<file path="src/rtl/substitution_layer_serial_if.sv">
// Handshake/data bundle for substitution_layer_serial.
// i_abort exists only when SUBSTITUTION_LAYER_ABORT_EN is defined.
interface substitution_layer_serial_if;
   logic         i_start;
   logic [319:0] i_state;
`ifdef SUBSTITUTION_LAYER_ABORT_EN
   logic         i_abort;
`endif
   logic [319:0] o_state;
   logic         o_busy;
   logic         o_done;

`ifdef SUBSTITUTION_LAYER_ABORT_EN
   modport master (output i_start, i_state, i_abort, input o_state, o_busy, o_done);
   modport slave  (input i_start, i_state, i_abort, output o_state, o_busy, o_done);
`else
   modport master (output i_start, i_state, input o_state, o_busy, o_done);
   modport slave  (input i_start, i_state, output o_state, o_busy, o_done);
`endif
endinterface

</file>
<file path="src/rtl/substitution_layer_serial.sv">
// Time-multiplexed ASCON substitution layer: SBOX_PER_CYCLE bit-sliced columns per clock.
// Optional abort input is enabled by defining SUBSTITUTION_LAYER_ABORT_EN.
module substitution_layer_sbox (
   input  logic [4:0] i_x,
   output logic [4:0] o_y
);
   always_comb begin
      o_y = 5'h00;
      case (i_x)
         5'h00: o_y = 5'h04;  5'h01: o_y = 5'h0b;  5'h02: o_y = 5'h1f;  5'h03: o_y = 5'h14;
         5'h04: o_y = 5'h1a;  5'h05: o_y = 5'h15;  5'h06: o_y = 5'h09;  5'h07: o_y = 5'h02;
         5'h08: o_y = 5'h1b;  5'h09: o_y = 5'h05;  5'h0a: o_y = 5'h08;  5'h0b: o_y = 5'h12;
         5'h0c: o_y = 5'h1d;  5'h0d: o_y = 5'h03;  5'h0e: o_y = 5'h06;  5'h0f: o_y = 5'h1c;
         5'h10: o_y = 5'h1e;  5'h11: o_y = 5'h13;  5'h12: o_y = 5'h07;  5'h13: o_y = 5'h0e;
         5'h14: o_y = 5'h00;  5'h15: o_y = 5'h0d;  5'h16: o_y = 5'h11;  5'h17: o_y = 5'h18;
         5'h18: o_y = 5'h10;  5'h19: o_y = 5'h0c;  5'h1a: o_y = 5'h01;  5'h1b: o_y = 5'h19;
         5'h1c: o_y = 5'h16;  5'h1d: o_y = 5'h0a;  5'h1e: o_y = 5'h0f;  5'h1f: o_y = 5'h17;
         default: o_y = 5'h00;
      endcase
   end
endmodule

module substitution_layer_serial #(
   parameter int SBOX_PER_CYCLE = 8
) (
   input  logic                        i_clock,
   input  logic                        i_reset,
   substitution_layer_serial_if.slave  bus
);
   localparam int NUM_STEPS = 64 / SBOX_PER_CYCLE;
   localparam int CNT_W     = (NUM_STEPS > 1) ? $clog2(NUM_STEPS) : 1;
   localparam logic [CNT_W-1:0] LAST_CNT = CNT_W'(NUM_STEPS - 1);

   if (SBOX_PER_CYCLE != 1 && SBOX_PER_CYCLE != 2 && SBOX_PER_CYCLE != 4 &&
       SBOX_PER_CYCLE != 8 && SBOX_PER_CYCLE != 16 && SBOX_PER_CYCLE != 32 &&
       SBOX_PER_CYCLE != 64) begin : g_bad_param
      $error("SBOX_PER_CYCLE must be a power of two between 1 and 64");
   end

   typedef enum logic [1:0] {IDLE, RUN, DONE} state_e;

   state_e             fsm_q, fsm_d;
   logic [CNT_W-1:0]   cnt_q, cnt_d;
   logic [319:0]       state_q, state_d;

   logic [63:0]        x_q [5];
   logic [63:0]        x_d [5];
   logic [6:0]         base;
   logic [5:0]         col    [SBOX_PER_CYCLE];
   logic [4:0]         sb_in  [SBOX_PER_CYCLE];
   logic [4:0]         sb_out [SBOX_PER_CYCLE];

   // Gather the column slice selected by the step counter; x0 lands on sbox bit 4.
   always_comb begin
      x_q[0] = state_q[319:256];
      x_q[1] = state_q[255:192];
      x_q[2] = state_q[191:128];
      x_q[3] = state_q[127:64];
      x_q[4] = state_q[63:0];
      base   = 7'(cnt_q) * 7'(SBOX_PER_CYCLE);
      for (int k = 0; k < SBOX_PER_CYCLE; k++) begin
         col[k]   = 6'(base + 7'(k));
         sb_in[k] = {x_q[0][col[k]], x_q[1][col[k]], x_q[2][col[k]],
                     x_q[3][col[k]], x_q[4][col[k]]};
      end
   end

   for (genvar k = 0; k < SBOX_PER_CYCLE; k++) begin : g_sbox
      substitution_layer_sbox u_sbox (
         .i_x (sb_in[k]),
         .o_y (sb_out[k])
      );
   end

   always_comb begin
      fsm_d   = fsm_q;
      cnt_d   = cnt_q;
      state_d = state_q;
      x_d     = x_q;
      case (fsm_q)
         IDLE: begin
            if (bus.i_start) begin
               state_d = bus.i_state;
               cnt_d   = '0;
               fsm_d   = RUN;
            end
         end
         RUN: begin
            for (int k = 0; k < SBOX_PER_CYCLE; k++) begin
               {x_d[0][col[k]], x_d[1][col[k]], x_d[2][col[k]],
                x_d[3][col[k]], x_d[4][col[k]]} = sb_out[k];
            end
            state_d = {x_d[0], x_d[1], x_d[2], x_d[3], x_d[4]};
            if (cnt_q == LAST_CNT) begin
               fsm_d = DONE;
               cnt_d = '0;
            end else begin
               cnt_d = cnt_q + CNT_W'(1);
            end
         end
         DONE: begin
            if (bus.i_start) begin
               state_d = bus.i_state;
               cnt_d   = '0;
               fsm_d   = RUN;
            end else begin
               fsm_d = IDLE;
            end
         end
         default: fsm_d = IDLE;
      endcase
`ifdef SUBSTITUTION_LAYER_ABORT_EN
      // Abort keeps whatever columns were already substituted.
      if (bus.i_abort && fsm_q != IDLE) begin
         fsm_d   = IDLE;
         cnt_d   = '0;
         state_d = state_q;
      end
`endif
   end

   always_ff @(posedge i_clock) begin
      if (i_reset) begin
         fsm_q   <= IDLE;
         cnt_q   <= '0;
         state_q <= '0;
      end else begin
         fsm_q   <= fsm_d;
         cnt_q   <= cnt_d;
         state_q <= state_d;
      end
   end

   assign bus.o_state = state_q;
   assign bus.o_busy  = (fsm_q == RUN);
   assign bus.o_done  = (fsm_q == DONE);
endmodule
</file>
<file path="src/flat_wrapper.sv">
// flat-port wrapper written by rule: the top's interface ports become plain ports
module substitution_layer_serial_flat 
#(
   parameter int SBOX_PER_CYCLE = 8
)
  (i_clock, i_reset, bus_i_start, bus_i_state, bus_o_state, bus_o_busy, bus_o_done);
  substitution_layer_serial_if bus_i ();
  input  logic i_clock;
  input  logic i_reset;
  input wire logic [$bits(bus_i.i_start)-1:0] bus_i_start;
  input wire logic [$bits(bus_i.i_state)-1:0] bus_i_state;
  output wire logic [$bits(bus_i.o_state)-1:0] bus_o_state;
  output wire logic [$bits(bus_i.o_busy)-1:0] bus_o_busy;
  output wire logic [$bits(bus_i.o_done)-1:0] bus_o_done;
  assign bus_i.i_start = bus_i_start;
  assign bus_i.i_state = bus_i_state;
  assign bus_o_state = bus_i.o_state;
  assign bus_o_busy = bus_i.o_busy;
  assign bus_o_done = bus_i.o_done;
  substitution_layer_serial #(.SBOX_PER_CYCLE(SBOX_PER_CYCLE)) u_core (.i_clock(i_clock), .i_reset(i_reset), .bus(bus_i));
endmodule
</file>
<file path="config.mk">
export PLATFORM = sky130hd
export DESIGN_NAME = substitution_layer_serial_flat
export DESIGN_NICKNAME = d
export VERILOG_FILES = /design/src/rtl/substitution_layer_serial_if.sv /design/src/rtl/substitution_layer_serial.sv /design/src/flat_wrapper.sv
export SDC_FILE = /design/constraint.sdc
export NUM_CORES = 1
export LEC_CHECK = 0
export ABC_CLOCK_PERIOD_IN_PS = 6100
export CORE_AREA = 8 8 246 248
export CTS_CLUSTER_DIAMETER = 200
export CTS_CLUSTER_SIZE = 40
export DETAILED_ROUTE_END_ITERATION = 7
export DIE_AREA = 0 0 254 256
export HOLD_SLACK_MARGIN = 0.02
export PLACE_DENSITY = 0.74
export SLEW_MARGIN = 20
export SYNTH_ARGS = -nofsm -noshare
export SYNTH_HDL_FRONTEND = slang
export SYNTH_HIERARCHICAL = 1
export SYNTH_SLANG_ARGS = --single-unit
export TNS_END_PERCENT = 5
</file>
<file path="constraint.sdc">
create_clock -name i_clock -period 6.1 [get_ports i_clock]
set_input_delay 0.61 -clock i_clock [delete_from_list [all_inputs] [get_ports i_clock]]
set_output_delay 0.61 -clock i_clock [all_outputs]
set_load 0.005 [all_outputs]
</file>
== Word level (Yosys, flattened, before mapping) ==
Memory sizes are Yosys's and may differ from the RTL's.
Index checks and enable logic that the tools add are counted.
Widths: inputs -> output; s select.
Word-level totals
  flip-flop bits (word level): 325
  bits in read-only memories: 1280
  memories kept: 8
Operators by class
  $add $sub $neg: 8
  order comparisons: 16
  equal/unequal tests: 6
  muxes and demuxes: 145
  reduce and logical (&&, ||, !) cells: 13
Memory list
  (name not given): depth 32, bits a word 5, rd ports 1, clocked after memory_dff 0, wr ports 0, RTL line substitution_layer_serial.sv:9  | case (i_x)
  (name not given): depth 32, bits a word 5, rd ports 1, clocked after memory_dff 0, wr ports 0, RTL line substitution_layer_serial.sv:9
  (name not given): depth 32, bits a word 5, rd ports 1, clocked after memory_dff 0, wr ports 0, RTL line substitution_layer_serial.sv:9
  (name not given): depth 32, bits a word 5, rd ports 1, clocked after memory_dff 0, wr ports 0, RTL line substitution_layer_serial.sv:9
  (name not given): depth 32, bits a word 5, rd ports 1, clocked after memory_dff 0, wr ports 0, RTL line substitution_layer_serial.sv:9
  (name not given): depth 32, bits a word 5, rd ports 1, clocked after memory_dff 0, wr ports 0, RTL line substitution_layer_serial.sv:9
  2 more memories
Operators with widths (count)
  $bwmux 64: 40
  $pmux 320 s2: 1
  $mux 320: 1
  $bmux 1 s6: 35
  $lt 6x7->1 const B: 8
  $mux 1: 49
  $ge 6x1->1 const B: 8
  $demux 1 s6: 7
  $add 6x3->6 const B: 4
  $bmux 1 s3: 5
  $add 6x2->6 const B: 2
  $logic_and 1x1->1: 8
  $add 6x1->6 const B: 1
  $mux 3: 2
  $pmux 2 s3: 1
  $pmux 3 s2: 1
  $mux 2: 2
  $ne 2x1->1 const B: 2
  $reduce_and 2->1: 2
  $add 3x1->3 const B: 1
  $demux 1 s3: 1
  $eq 3x3->1 const B: 1
  $eq 2x1->1 const B: 1
  $eq 2x2->1 const B: 1
  other kinds (4): 4

== Depth between registers and ports, before layout ==
  depth after elaboration: 13
  depth in mapped cells: 16
  gate-level depth less buffers: 13

== Hierarchy ==
Netlist, hierarchy kept.
By module, submodules not included
  substitution_layer_serial: times used 1, cells an instance 2181, area each 18791.8 um^2, sequential area each 6506.2 um^2
  substitution_layer_sbox (u_core.g_sbox[0].u_sbox ...): times used 6, cells an instance 23, area each 148.9 um^2, sequential area each 0.0 um^2
  substitution_layer_sbox (u_core.g_sbox[6].u_sbox): times used 1, cells an instance 25, area each 182.7 um^2, sequential area each 0.0 um^2
  substitution_layer_sbox (u_core.g_sbox[2].u_sbox): times used 1, cells an instance 21, area each 156.4 um^2, sequential area each 0.0 um^2

== Worst setup path after synthesis ==
OpenSTA, ideal clock, no wires.
  kind: register -> register
  from: register u_core.cnt_q[0]
  to: register u_core.state_q[192] (netlist: u_core/bus.o_state[192])
  library setup time: 0.078 ns
  data arrival time: 3.029 ns
  required time: 6.022 ns
  path slack: 2.993 ns
  stages on the path, launching flop included: 16
  period minus slack after synthesis: 3.107 ns
  cells stage by stage: dfxtp_1 buf_2 buf_4 buf_2 mux4_2 nand2_1 nand2_1 inv_1 ha_1 a21oi_1 nand2_1 o21ai_1 xor2_1 nor2b_1 a311oi_1 nor3_1
RTL lines
  start, declared: RTL line substitution_layer_serial.sv:43  | logic [CNT_W-1:0] cnt_q, cnt_d;
  start signal, assigned: RTL line substitution_layer_serial.sv:129  | cnt_q <= cnt_d;
  end signal, assigned: RTL line substitution_layer_serial.sv:130  | state_q <= state_d;
  end, declared: RTL line substitution_layer_serial.sv:44  | logic [319:0] state_q, state_d;

==> summary.md <==
| Metric | Value |
|---|---|
| Post-synth top flop | `dfxtp_1` |
| Non-filler cells, final | `3596` |
| Area contributors post-synth | `dfxtp_1 (32%), a311oi_1 (10%), nor2b_1 (6.7%)` |
| Crit-path slowest cell | `dfxtp_4` |
| Largest net degree at the start of global routing | `between 150 and 200` |
| Vias | `21851` |
| P per Cell Area | `241 nW/um2` |
| HP Class | `reg2reg` |
| Die Ht | `256 um` |
| Flops & latches, synth | `325` |
| FP Rows | `just under 90` |
| Worst-margin pin slew | `1120 ps` |
| Routed WL | `between 100000 and 150000 um` |
| Worst-path clk slew | `170 ps` |
| CTS root buf | `clkbuf_16` |
| Rel. slew slack | `0.251` |
| GP Congestion | `0.910` |
| Total Routing Usage GR | `0.309` |
| Hold Startpoint | `u_core/bus.o_state[47]$_SDFFE_PP0P_` |
| Antenna violations before repair | `17` |
| CTS tree | `built` |
| Final net count | `approximately 3200` |
| Post-Syn Instances | `2365` |
| Die area | `~65000 um2` |
| Clk Latency, worst-skew pair | `570 ps` |
| Routed vias/inst | `6.08` |
| Average size of a mapped cell | `between 8 and 9 um2` |
| Hold WS | `493 ps` |
| Cells after DPL | `roughly 3600` |
| Highest fanout seen on the critical path | `64` |
| Most frequent cells in the layout | `clkdlybuf4s50_1 (643), nor2_1 (330), dfxtp_1 (321)` |
| Final slew viol count | `0` |
| Filler cell count in the final layout | `between 5000 and 6000` |
| VDD IR-drop max | `0.246 mV` |
| Commonest non-fill, non-tap cell in the layout | `clkdlybuf4s50_1` |
| Storage cell area | `6520 um2` |
| P&R area growth vs syn | `36.4%` |
| CTS buffer count | `12` |
| Post-route ant nets | `0` |
| CP delay by family, top | `flip-flops` |
| Share of cells above drive strength 1 | `0.0867` |
| Max H-tree Level | `1` |
| # Max-Cap Violations | `0` |
| Post-CTS Setup Bufs | `0` |
| HPWL after DPL | `76400 um` |
| Synth area leader | `dfxtp_1` |
| Status | `complete, no violations` |
| Drt first pass iters | `6` |
| CTS Buffer Depth | `3` |
| Die span in x | `254 um` |
| Crit path buf inv count | `3` |
| Fmax | `between 0.2 and 0.25 GHz` |
| Final Cycle Share | `0.745` |
| Worst path cell trace | `inv_2, nor2_4, buf_4, a221oi_1, o22ai_1, inv_1, ha_1, a21oi_1, nand2_1, o21ai_1, xor2_1, nor2b_1, a311oi_1, nor3_1` |
| Final TNS setup | `0 ps` |
| Final Setup Violations | `0` |
| FFs w/ async S/R, synth | `0` |
| Max incr delay on CP | `1030 ps` |
| Leak pwr | `9.13 nW` |
| DRC | `0` |
| I/O pin cnt | `approximately 650` |
| WP data arrival | `5030 ps` |
| # hold bufs at CTS | `0` |
| Overflow after GRT | `0` |
| Worst Setup End Kind | `flop` |
| Initial DRC count | `2601` |
| Post-CTS sizing | `0` |
| First-pass GRT wire length | `between 150000 and 200000 um` |
| Number of global-route vias before repair | `20741` |
| PortBufs | `644` |
| Placeable Area | `56800 um2` |
| Worst r2r src | `u_core/cnt_q[2]$_SDFFE_PP0P_` |
| Ys Warns | `6` |
| Avg WL per Cell | `29.7 um` |
| Clock Skew | `96.3 ps` |
| Multi-input logic area | `12300 um2` |
| Netlist cell types | `57` |
| Initial Util | `0.352` |
| EDFF count, synth | `0` |
| Critical Path Source Type | `flop` |
| Seq/Total Area, Yosys | `0.325` |
| Final min period | `4550 ps` |
| Worst setup path startpoint | `u_core/cnt_q[2]$_SDFFE_PP0P_` |
| Mapped Nets | `roughly 2700` |
| CP Class | `reg2reg` |
| RSZ-0062 raised after global routing | `no` |
| Clock Sinks | `325` |
| CP Data Required Time | `6590 ps` |
| Post-synthesis cell area | `~20000 um2` |
| Final hold vios | `0` |
| Post-synth top area share | `0.325` |
==> final cells by class <==
class	count	area share
Multi-Input combinational cell	1751	0.452
Inverter	19	0.00261
Antenna cell	17	0.00156
Clock inverter	1	0.00110
Clock buffer	14	0.0121
Timing Repair Buffer	704	0.257
Sequential cell	325	0.239
Tap cell	765	0.0351
==> layer usage <==
metal	vias to the layer above	wire length (um)	track usage	share of wire
li1	9640	-	-	-
met1	10585	41900	0.395	0.39
met2	1404	50100	0.501	0.47
met3	218	10400	0.0682	0.097
met4	4	4460	0.120	0.042
met5	-	27	0	0.00025
==> where the power goes <==
part	total, W	switching [W]	leakage, nW	internal [W]
registers	0.00257	0.000245	2.69	0.00232
clock network	0.00115	0.000751	0.173	0.000400
logic	0.00286	0.00168	6.26	0.00118
total	0.00658	0.00267	9.13	0.00391
==> worst min-delay path, stage by stage, from the launching register on <==
cell,delay [ps]
dfxtp_1,340
inv_1,60
a211oi_1,60
==> sequential cells by signal (all words and copies together), names as in the netlist <==
| signal | cells |
|---|---|
| u_core/fsm_q | 2 |
| u_core/cnt_q | 3 |
| u_core/bus.o_state | 320 |
==> worst paths after layout <==
check | to | slack, ps | depth (start not counted)
hold / removal | u_core/bus.o_state[47]$_SDFFE_PP0P_ | 490 | 2
setup reg to reg | u_core/bus.o_state[207]$_SDFFE_PP0P_ | 1550 | 14
setup / recovery | u_core/bus.o_state[207]$_SDFFE_PP0P_ | 1550 | 14
hold reg to reg | u_core/bus.o_state[47]$_SDFFE_PP0P_ | 490 | 2
==> cells in the mapped netlist (9+ instances only) <==
cell type,instances
nand4_1,160
o21ai_0,45
mux4_2,54
nand2_1,107
nor2_1,332
a221oi_1,10
inv_1,18
mux2_2,9
buf_2,44
dfxtp_1,325
o21ai_1,12
buf_4,14
a311oi_1,240
mux2i_1,24
buf_6,14
clkbuf_1,183
xor2_1,21
a21oi_1,23
nand2b_1,165
buf_1,13
ha_1,18
xnor2_1,17
nor2b_1,214
a311oi_2,80
nor3_1,160
==> per-stage QoR <==
step / total power, W / worst slack, ps / instance area [um2] / utilization
6_report: 0.00658 / 1550 / 27300 / 0.481
3_5_place_dp: 0.00542 / 1510 / 26900 / 0.474
2_1_floorplan: 0.00390 / 2990 / 20000 / -
5_1_grt: 0.00682 / 1180 / 27300 / 0.480
4_1_cts: 0.00656 / 1450 / 27300 / 0.480
3_3_place_gp: 0.00539 / 1650 / 26900 / 0.473
==> logic make-up after synthesis <==
logic type	count (synthesis)	share of synthesized area
simple gates	1157	0.298
compound gates	450	0.205
flops	325	0.325
buf+inv	289	0.0654
mux	87	0.0778
xor+xnor	39	0.0174
fa+ha+maj	18	0.0112
No activity file was read; power rests on OpenSTA's default activity.
